<file path="config.mk">
export PLATFORM = sky130hd
export DESIGN_NAME = subservient_gpio_arbiter
export DESIGN_NICKNAME = d
export VERILOG_FILES = /design/src/rtl/subservient_arb_defs.sv /design/src/rtl/subservient_arb_timer.sv /design/src/rtl/subservient_gpio_arbiter.sv
export SDC_FILE = /design/constraint.sdc
export NUM_CORES = 1
export LEC_CHECK = 0
export ABC_AREA = 1
export BUFFER_PORTS_ARGS = -buffer_cell sky130_fd_sc_hd__buf_4
export CAP_MARGIN = 20
export CORE_AREA = 4 4 41 43
export CTS_CLUSTER_DIAMETER = 40
export DETAILED_ROUTE_END_ITERATION = 10
export DIE_AREA = 0 0 45 47
export PLACE_DENSITY = 0.61
export SETUP_SLACK_MARGIN = 0.15
export SYNTH_ARGS = -nofsm -noshare
export SYNTH_HDL_FRONTEND = slang
export SYNTH_SLANG_ARGS = --single-unit
</file>
<file path="constraint.sdc">
create_clock -name i_wb_clk -period 1 [get_ports i_wb_clk]
set_input_delay 0.1 -clock i_wb_clk [delete_from_list [all_inputs] [get_ports i_wb_clk]]
set_output_delay 0.1 -clock i_wb_clk [all_outputs]
set_load 0.01 [all_outputs]
</file>
<file path="src/rtl/subservient_arb_defs.sv">
// -----------------------------------------------------------------------------
// subservient_arb_defs
//   Shared definitions for the two-master GPIO arbiter:
//   - FSM state encodings (IDLE / GNT0 / GNT1)
//   - default slave-ack timeout, in clock cycles
// No ports; imported by subservient_gpio_arbiter and subservient_arb_timer.
// -----------------------------------------------------------------------------
package subservient_arb_defs;

    localparam logic [1:0] ST_IDLE = 2'd0;
    localparam logic [1:0] ST_GNT0 = 2'd1;
    localparam logic [1:0] ST_GNT1 = 2'd2;

    localparam int DEFAULT_TIMEOUT_CYCLES = 16;

endpackage : subservient_arb_defs

</file>
<file path="src/rtl/subservient_arb_timer.sv">
// -----------------------------------------------------------------------------
// subservient_arb_timer
//   Slave-ack watchdog for the GPIO arbiter. Only compiled when the macro
//   SUBSERVIENT_GPIO_ARB_TIMEOUT_EN is defined.
//   The 8-bit count is held at zero while no grant is active, so every grant
//   starts counting from zero. expired_o rises in the TIMEOUT_CYCLES-th
//   cycle of a grant.
//
// Ports
//   clk_i      in   clock, rising edge
//   rst_i      in   asynchronous active-high reset
//   run_i      in   high while the arbiter holds a grant
//   expired_o  out  grant has lasted TIMEOUT_CYCLES cycles
// -----------------------------------------------------------------------------
`ifdef SUBSERVIENT_GPIO_ARB_TIMEOUT_EN
module subservient_arb_timer
    import subservient_arb_defs::*;
#(
    parameter int TIMEOUT_CYCLES = DEFAULT_TIMEOUT_CYCLES
) (
    input  logic clk_i,
    input  logic rst_i,
    input  logic run_i,
    output logic expired_o
);

    localparam logic [7:0] LAST_COUNT = 8'(TIMEOUT_CYCLES - 1);

    logic [7:0] count_q;
    logic [7:0] count_d;

    assign expired_o = run_i && (count_q == LAST_COUNT);

    always_comb begin
        count_d = count_q;
        if (!run_i) begin
            count_d = 8'd0;
        end else if (!expired_o) begin
            count_d = count_q + 8'd1;
        end
    end

    always_ff @(posedge clk_i or posedge rst_i) begin
        if (rst_i) begin
            count_q <= 8'd0;
        end else begin
            count_q <= count_d;
        end
    end

endmodule : subservient_arb_timer
`endif

</file>
<file path="src/rtl/subservient_gpio_arbiter.sv">
// -----------------------------------------------------------------------------
// subservient_gpio_arbiter
//   Arbitrates two single-bit Wishbone-style masters (m0 = CPU, m1 = aux)
//   onto one single-bit GPIO slave. Round-robin on simultaneous requests:
//   the master not served last wins. Write data/enable are registered at
//   grant and held for the whole grant; ack and read data are forwarded
//   combinationally from the slave to the granted master only.
//
//   Optional feature (macro SUBSERVIENT_GPIO_ARB_TIMEOUT_EN): a grant that
//   sees no slave ack for TIMEOUT_CYCLES cycles is acked to its master with
//   read data 0, o_err pulses for one cycle and the arbiter returns to IDLE.
//   Without the macro o_err is tied low and a grant waits for i_s_ack forever.
//
// Parameters
//   TIMEOUT_CYCLES  slave-ack timeout in cycles, legal range 2..255
//
// Ports
//   i_wb_clk            in   clock, all state on rising edge
//   i_wb_rst            in   asynchronous active-high reset
//   i_m0_dat/i_m1_dat   in   write data per master
//   i_m0_we/i_m1_we     in   write enable per master
//   i_m0_stb/i_m1_stb   in   request strobe per master, held until ack
//   o_m0_rdt/o_m1_rdt   out  read data per master (0 unless acked)
//   o_m0_ack/o_m1_ack   out  single-cycle ack per master
//   o_s_dat/o_s_we      out  registered write data/enable to slave
//   o_s_stb             out  slave strobe, high exactly while granted
//   i_s_rdt/i_s_ack     in   slave read data / ack
//   o_err               out  one-cycle timeout pulse
// -----------------------------------------------------------------------------
module subservient_gpio_arbiter
    import subservient_arb_defs::*;
#(
    parameter int TIMEOUT_CYCLES = DEFAULT_TIMEOUT_CYCLES
) (
    input  logic i_wb_clk,
    input  logic i_wb_rst,

    input  logic i_m0_dat,
    input  logic i_m0_we,
    input  logic i_m0_stb,
    output logic o_m0_rdt,
    output logic o_m0_ack,

    input  logic i_m1_dat,
    input  logic i_m1_we,
    input  logic i_m1_stb,
    output logic o_m1_rdt,
    output logic o_m1_ack,

    output logic o_s_dat,
    output logic o_s_we,
    output logic o_s_stb,
    input  logic i_s_rdt,
    input  logic i_s_ack,

    output logic o_err
);

    logic [1:0] state_q, state_d;
    logic       ptr_q,   ptr_d;    // master with priority on a tie
    logic       dat_q,   dat_d;
    logic       we_q,    we_d;

    logic       gnt0;
    logic       gnt1;
    logic       in_gnt;
    logic       timeout;
    logic       done;

    assign gnt0   = (state_q == ST_GNT0);
    assign gnt1   = (state_q == ST_GNT1);
    assign in_gnt = gnt0 || gnt1;

`ifdef SUBSERVIENT_GPIO_ARB_TIMEOUT_EN
    logic expired;

    subservient_arb_timer #(
        .TIMEOUT_CYCLES (TIMEOUT_CYCLES)
    ) u_timer (
        .clk_i     (i_wb_clk),
        .rst_i     (i_wb_rst),
        .run_i     (in_gnt),
        .expired_o (expired)
    );

    // A real ack in the expiry cycle wins over the timeout.
    assign timeout = expired && !i_s_ack;
`else
    assign timeout = 1'b0;
`endif

    // i_s_ack outside a grant is ignored because done needs in_gnt.
    assign done = in_gnt && (i_s_ack || timeout);

    // NOTE: every variable gets a default before the case so no latch is inferred.
    always_comb begin
        state_d = state_q;
        ptr_d   = ptr_q;
        dat_d   = dat_q;
        we_d    = we_q;
        case (state_q)
            ST_IDLE: begin
                // Inline priority pick: m0 wins unless m1 also asks and
                // holds the priority pointer.
                if (i_m0_stb && (!i_m1_stb || !ptr_q)) begin
                    state_d = ST_GNT0;
                    dat_d   = i_m0_dat;
                    we_d    = i_m0_we;
                end else if (i_m1_stb) begin
                    state_d = ST_GNT1;
                    dat_d   = i_m1_dat;
                    we_d    = i_m1_we;
                end
            end
            ST_GNT0: begin
                if (done) begin
                    state_d = ST_IDLE;
                    ptr_d   = 1'b1;
                end
            end
            ST_GNT1: begin
                if (done) begin
                    state_d = ST_IDLE;
                    ptr_d   = 1'b0;
                end
            end
            default: begin
                state_d = ST_IDLE;
            end
        endcase
    end

    // NOTE: sequential state uses non-blocking assignments so all registers
    // update from the same pre-edge values.
    always_ff @(posedge i_wb_clk or posedge i_wb_rst) begin
        if (i_wb_rst) begin
            state_q <= ST_IDLE;
            ptr_q   <= 1'b0;
            dat_q   <= 1'b0;
            we_q    <= 1'b0;
        end else begin
            state_q <= state_d;
            ptr_q   <= ptr_d;
            dat_q   <= dat_d;
            we_q    <= we_d;
        end
    end

    // Strobe decodes straight from state, so an asynchronous reset drops it
    // in the same cycle and no ack can follow for the aborted transfer.
    assign o_s_stb  = in_gnt;
    assign o_s_dat  = dat_q;
    assign o_s_we   = we_q;

    assign o_m0_ack = gnt0 && (i_s_ack || timeout);
    assign o_m1_ack = gnt1 && (i_s_ack || timeout);

    // Read data only passes with a real slave ack; a timeout returns 0.
    assign o_m0_rdt = gnt0 && i_s_ack && i_s_rdt;
    assign o_m1_rdt = gnt1 && i_s_ack && i_s_rdt;

    assign o_err    = in_gnt && timeout;

endmodule : subservient_gpio_arbiter

</file>
=== Word level (Yosys, flattened, before mapping) ===
Index checks and enable logic that the tools add are counted.
Widths: inputs -> output; s select.

* Bits in registers: 5
* Input bits: 10
* Output and inout port bits: 8
* Logic and storage cells: 38

* Eq/ne operators: 6
* Mux-type cells: 11
* Reduce and logical (&&, ||, !) cells: 17

{| class="wikitable"
|+ Operator list
! operator !! count
|-
| $logic_and 1x1->1 || 6
|-
| $mux 1 || 6
|-
| $mux 2 || 3
|-
| $ne 2x1->1 const B || 3
|-
| $pmux 2 s2 || 1
|-
| $reduce_and 2->1 || 2
|-
| $reduce_bool 2->1 || 2
|-
| $ne 3x3->1 const B || 1
|-
| $reduce_and 3->1 || 1
|-
| $eq 2x1->1 const B || 1
|-
| $eq 2x2->1 const B || 1
|-
| $logic_not 1->1 || 2
|-
| $logic_not 2->1 || 1
|-
| $logic_or 1x1->1 || 2
|-
| $pmux 1 s2 || 1
|-
| $reduce_or 2->1 || 1
|}

=== Longest topological paths before layout ===
* Word-level depth: 5
* Gate-level depth with buffers: 7

=== Worst setup path after synthesis ===
Ideal clock, no wire load.

* Kind: reg-to-reg
* From: register state_q[0]
* To: register state_q[0]
* Setup time: 0.065 ns
* Arrival: 1.082 ns
* Required time: 0.935 ns
* Slack: -0.148 ns
* Cell stages (with the launch flop): 6
* Period minus slack after synthesis: 1.148 ns
* Cells stage by stage: dfrtp_1 inv_1 ha_1 a21oi_1 nand3_1 nand2_1

* Longest elaborated chain between the ends: 5

{| class="wikitable"
|+ RTL lines
! item !! line !! text
|-
| start, declared || subservient_gpio_arbiter.sv:59 || <nowiki>logic [1:0] state_q, state_d;</nowiki>
|-
| start signal, assigned || subservient_gpio_arbiter.sv:142 || <nowiki>state_q <= state_d;</nowiki>
|-
| $eq 2x1->1 / $eq 2x2->1 (equally long branches) || subservient_gpio_arbiter.sv:70, subservient_gpio_arbiter.sv:71 ||
|-
| $logic_or 1x1->1 (*) || subservient_gpio_arbiter.sv:72 || <nowiki>assign in_gnt = gnt0 || gnt1;</nowiki>
|-
| net o_s_stb || subservient_gpio_arbiter.sv:52 || <nowiki>output logic o_s_stb,</nowiki>
|-
| $logic_and 1x1->1 (*) || subservient_gpio_arbiter.sv:93 || <nowiki>assign done = in_gnt && (i_s_ack || timeout);</nowiki>
|-
| $ne 2x1->1 (no line) (*) || -- ||
|-
| $reduce_and 2->1 (no line) (*) || -- ||
|}

The timed path passes the listed nets; every way through them passes the cells marked *.
A chain may end at the register's enable or synchronous reset.

=== Worst setup path after layout ===
* From: register state_q[1]
* To: output port o_m0_rdt

* Longest elaborated chain between the ends: 3

{| class="wikitable"
|+ RTL lines
! item !! line !! text
|-
| $eq 2x1->1 || subservient_gpio_arbiter.sv:70 || <nowiki>assign gnt0 = (state_q == ST_GNT0);</nowiki>
|-
| $logic_and 1x1->1 (2 in a row) || subservient_gpio_arbiter.sv:159 || <nowiki>assign o_m0_rdt = gnt0 && i_s_ack && i_s_rdt;</nowiki>
|-
| end, declared || subservient_gpio_arbiter.sv:41 || <nowiki>output logic o_m0_rdt,</nowiki>
|}

Every way passes these cells.

==> results.json <==
{
  "fillers": 134,
  "p_leak_nw": 0.350,
  "dp_cells": 84,
  "whs_endpoint": "state_q[1]",
  "period_minus_slack_ps": 1270,
  "grt_use_total_pct": 9.43,
  "coreArea_mm2": 0.00130,
  "finalWeightedCongestion": 0.777,
  "synth-xor-area-share_pct": 0,
  "peakVddDrop_v": 0.00110,
  "synth_compound_gate_area_share_pct": 4.12,
  "hold_violations": 0,
  "final_net_count": 90,
  "cap_violations": 0,
  "cp_num_cells": 5,
  "syn2layout_area_growth_pct": 74.6,
  "ys_ff_latch": 5,
  "fin_cells": 91,
  "drt-total-wl_um": 861,
  "slowest_stage": "dfrtp_1",
  "r2r_start": "state_q[1]",
  "die_width_um": 45,
  "dieHeight_um": 47,
  "period_share_pct": 127,
  "drive_above_1_share_pct": 55.3,
  "htreeDepth": 1,
  "antenna_found_initial": 0,
  "fmax_ghz": 0.787,
  "r2r-end": "state_q[1]",
  "power_density_mw_per_mm2": 2600,
  "wire_per_inst_um": 9.46,
  "start_kind": "flop",
  "critical_path_peak_fanout": 3,
  "drv_slew": 0,
  "synth_nets": 67,
  "worstSetupPathType": "flop to primary output",
  "cts-root-buf": "clkbuf_4",
  "hp-class": "input port to flop",
  "synth_cell_type_count": 13,
  "dr.pass1.iters": 1,
  "grt_overflow": 0,
  "drtIter0Drc": 0,
  "n_antenna_cell": 0,
  "synth-adder-area-share_pct": 10.3,
  "clk_latency_ps": 240,
  "num_vias": 383,
  "setup_slack_ps": -271,
  "drc": 0,
  "cp.arrival_ps": 1170,
  "synthMuxAreaShare_pct": 0,
  "port_buffers": 16,
  "finalSetupViolations": 8,
  "initial_core_util_pct": 28.0,
  "grt_max_degree": 6,
  "holdPathStages": 3,
  "numClockSinks": 5,
  "synth_top_family_by_area": "simple AND/OR/NAND/NOR gates",
  "cp_num_buf_inv": 2,
  "yosys.area_share.simple_pct": 37.8,
  "rsz0062_at_grt": "true",
  "required_ps": 900,
  "crit_family": "flip-flops",
  "synth_area_per_cell_um2": 6.74,
  "critPathMaxStageDelay_ps": 420,
  "cp-startpoint": "state_q[1]",
  "path_cells": "inv_2 -> ha_4 -> nand2_2 -> nor2_2 -> buf_4",
  "power_mw": 1.65,
  "hp-start": "i_m1_stb",
  "layout_common_cells": "14 x nand2_1, 13 x buf_4, 8 x nand2_2, 6 x inv_1",
  "postSynthCellCount": 54,
  "ioPinCount": 18,
  "dieArea_mm2": 0.00212,
  "status": "finished with violations",
  "ys_warn_count": 0,
  "crit_path_end_kind": "primary output",
  "numCtsBuffers": 3,
  "path_clk_slew_ps": 40,
  "skew_ps": 1.77,
  "syn_area_um2": 364,
  "hpwl_um": 683,
  "cts_buffer_depth": 2,
  "rows": 13,
  "grt_pass1_vias": 358,
  "final_common_cell": "nand2_1",
  "rrSetupSlack_ps": -190,
  "drtAntennaViolNets": 0,
  "viasPerCell": 4.21,
  "reg2regPathDepth": 7,
  "yosysSeqAreaShare_pct": 34.4,
  "cts_tree": "built",
  "grt_pass1_wl_mm": 1.37,
  "violations": "negative setup slack"
}
[worst max path at each step]
stage	to	slack, ps
final	o_m0_rdt	-270
after global routing	o_m0_rdt	-320
after CTS	o_m0_rdt	-290
after detailed placement	ptr_q	-50
after global placement	ptr_q	-90
after floorplan	state_q[0]	1
[sequential cells by signal, summed over array words and instances (netlist names)]
register and cells:
state_q 2, o_s_dat 1, o_s_we 1, ptr_q 1
[cell families after synthesis]
group                    Yosys count
buffers and inverters             11
other                              1
adder cells (fa/ha/maj)            3
flip-flops                         5
AO/OA/AOI/OAI                      3
AND/OR/NAND/NOR                   31
[synth_stat cells (all sizes together)]
cell   instances  area (um2)
a21oi          1        5.00
buf            1        7.51
conb           1        3.75
dfrtp          5         125
ha             3        37.5
inv           10        37.5
nand2         24         105
nand3          5        25.0
nor2           2        7.51
o21ai          2        10.0
[worst min-delay path: cells and delay by family]
family	cells	cell delay [ps]
simple gates	2	120
buf+inv	1	100
[power by group]
| group | total [mW] | internal (mW) | switching, mW |
|---|---|---|---|
| combinational | 1.02 | 0.540 | 0.480 |
| sequential | 0.397 | 0.299 | 0.0978 |
| clock | 0.235 | 0.151 | 0.0838 |
[per-layer routing]
metal	GRT usage [%]	vias up	share of wire [%]
met5	0	-	0
met4	8.77	0	2.0
met3	2.30	2	5.1
met2	16.1	11	53
met1	9.40	168	40
li1	-	202	-
[layout make-up]
type / instances / area, um2 / share of cell area, %
Sequential cell: 5 / 126 / 19.9
Multi-Input combinational cell: 38 / 260 / 40.9
Timing Repair Buffer: 19 / 164 / 25.8
Inverter: 10 / 40.0 / 6.30
Clock buffer: 4 / 26.3 / 4.13
Tap cell: 15 / 18.8 / 2.95
[per-stage QoR]
step | utilization, % | instance area [um2] | hold WS [ps] | worst slack, ps | TNS (ps)
after floorplan | - | 390 | -121 | 1.26 | 0
after global placement | 40.1 | 522 | 25.1 | -88.5 | -231
after detailed placement | 40.1 | 522 | 28.0 | -55.0 | -235
after CTS | 46.6 | 607 | 111 | -288 | -1640
after global routing | 48.8 | 636 | 145 | -325 | -2280
final | 48.8 | 636 | 108 | -271 | -1790
[repair_timing]
| action | in CTS | in global routing |
|---|---|---|
| pin swaps | 1 | 6 |
| endpoints found under the setup margin | 12 | 12 |
| setup buffers | 1 | 1 |
| gates resized for setup | 8 | 9 |
| hold endpoints to repair | 5 | 0 |
| hold buffers | 1 | 0 |
Power figures use the tool's default switching activity.
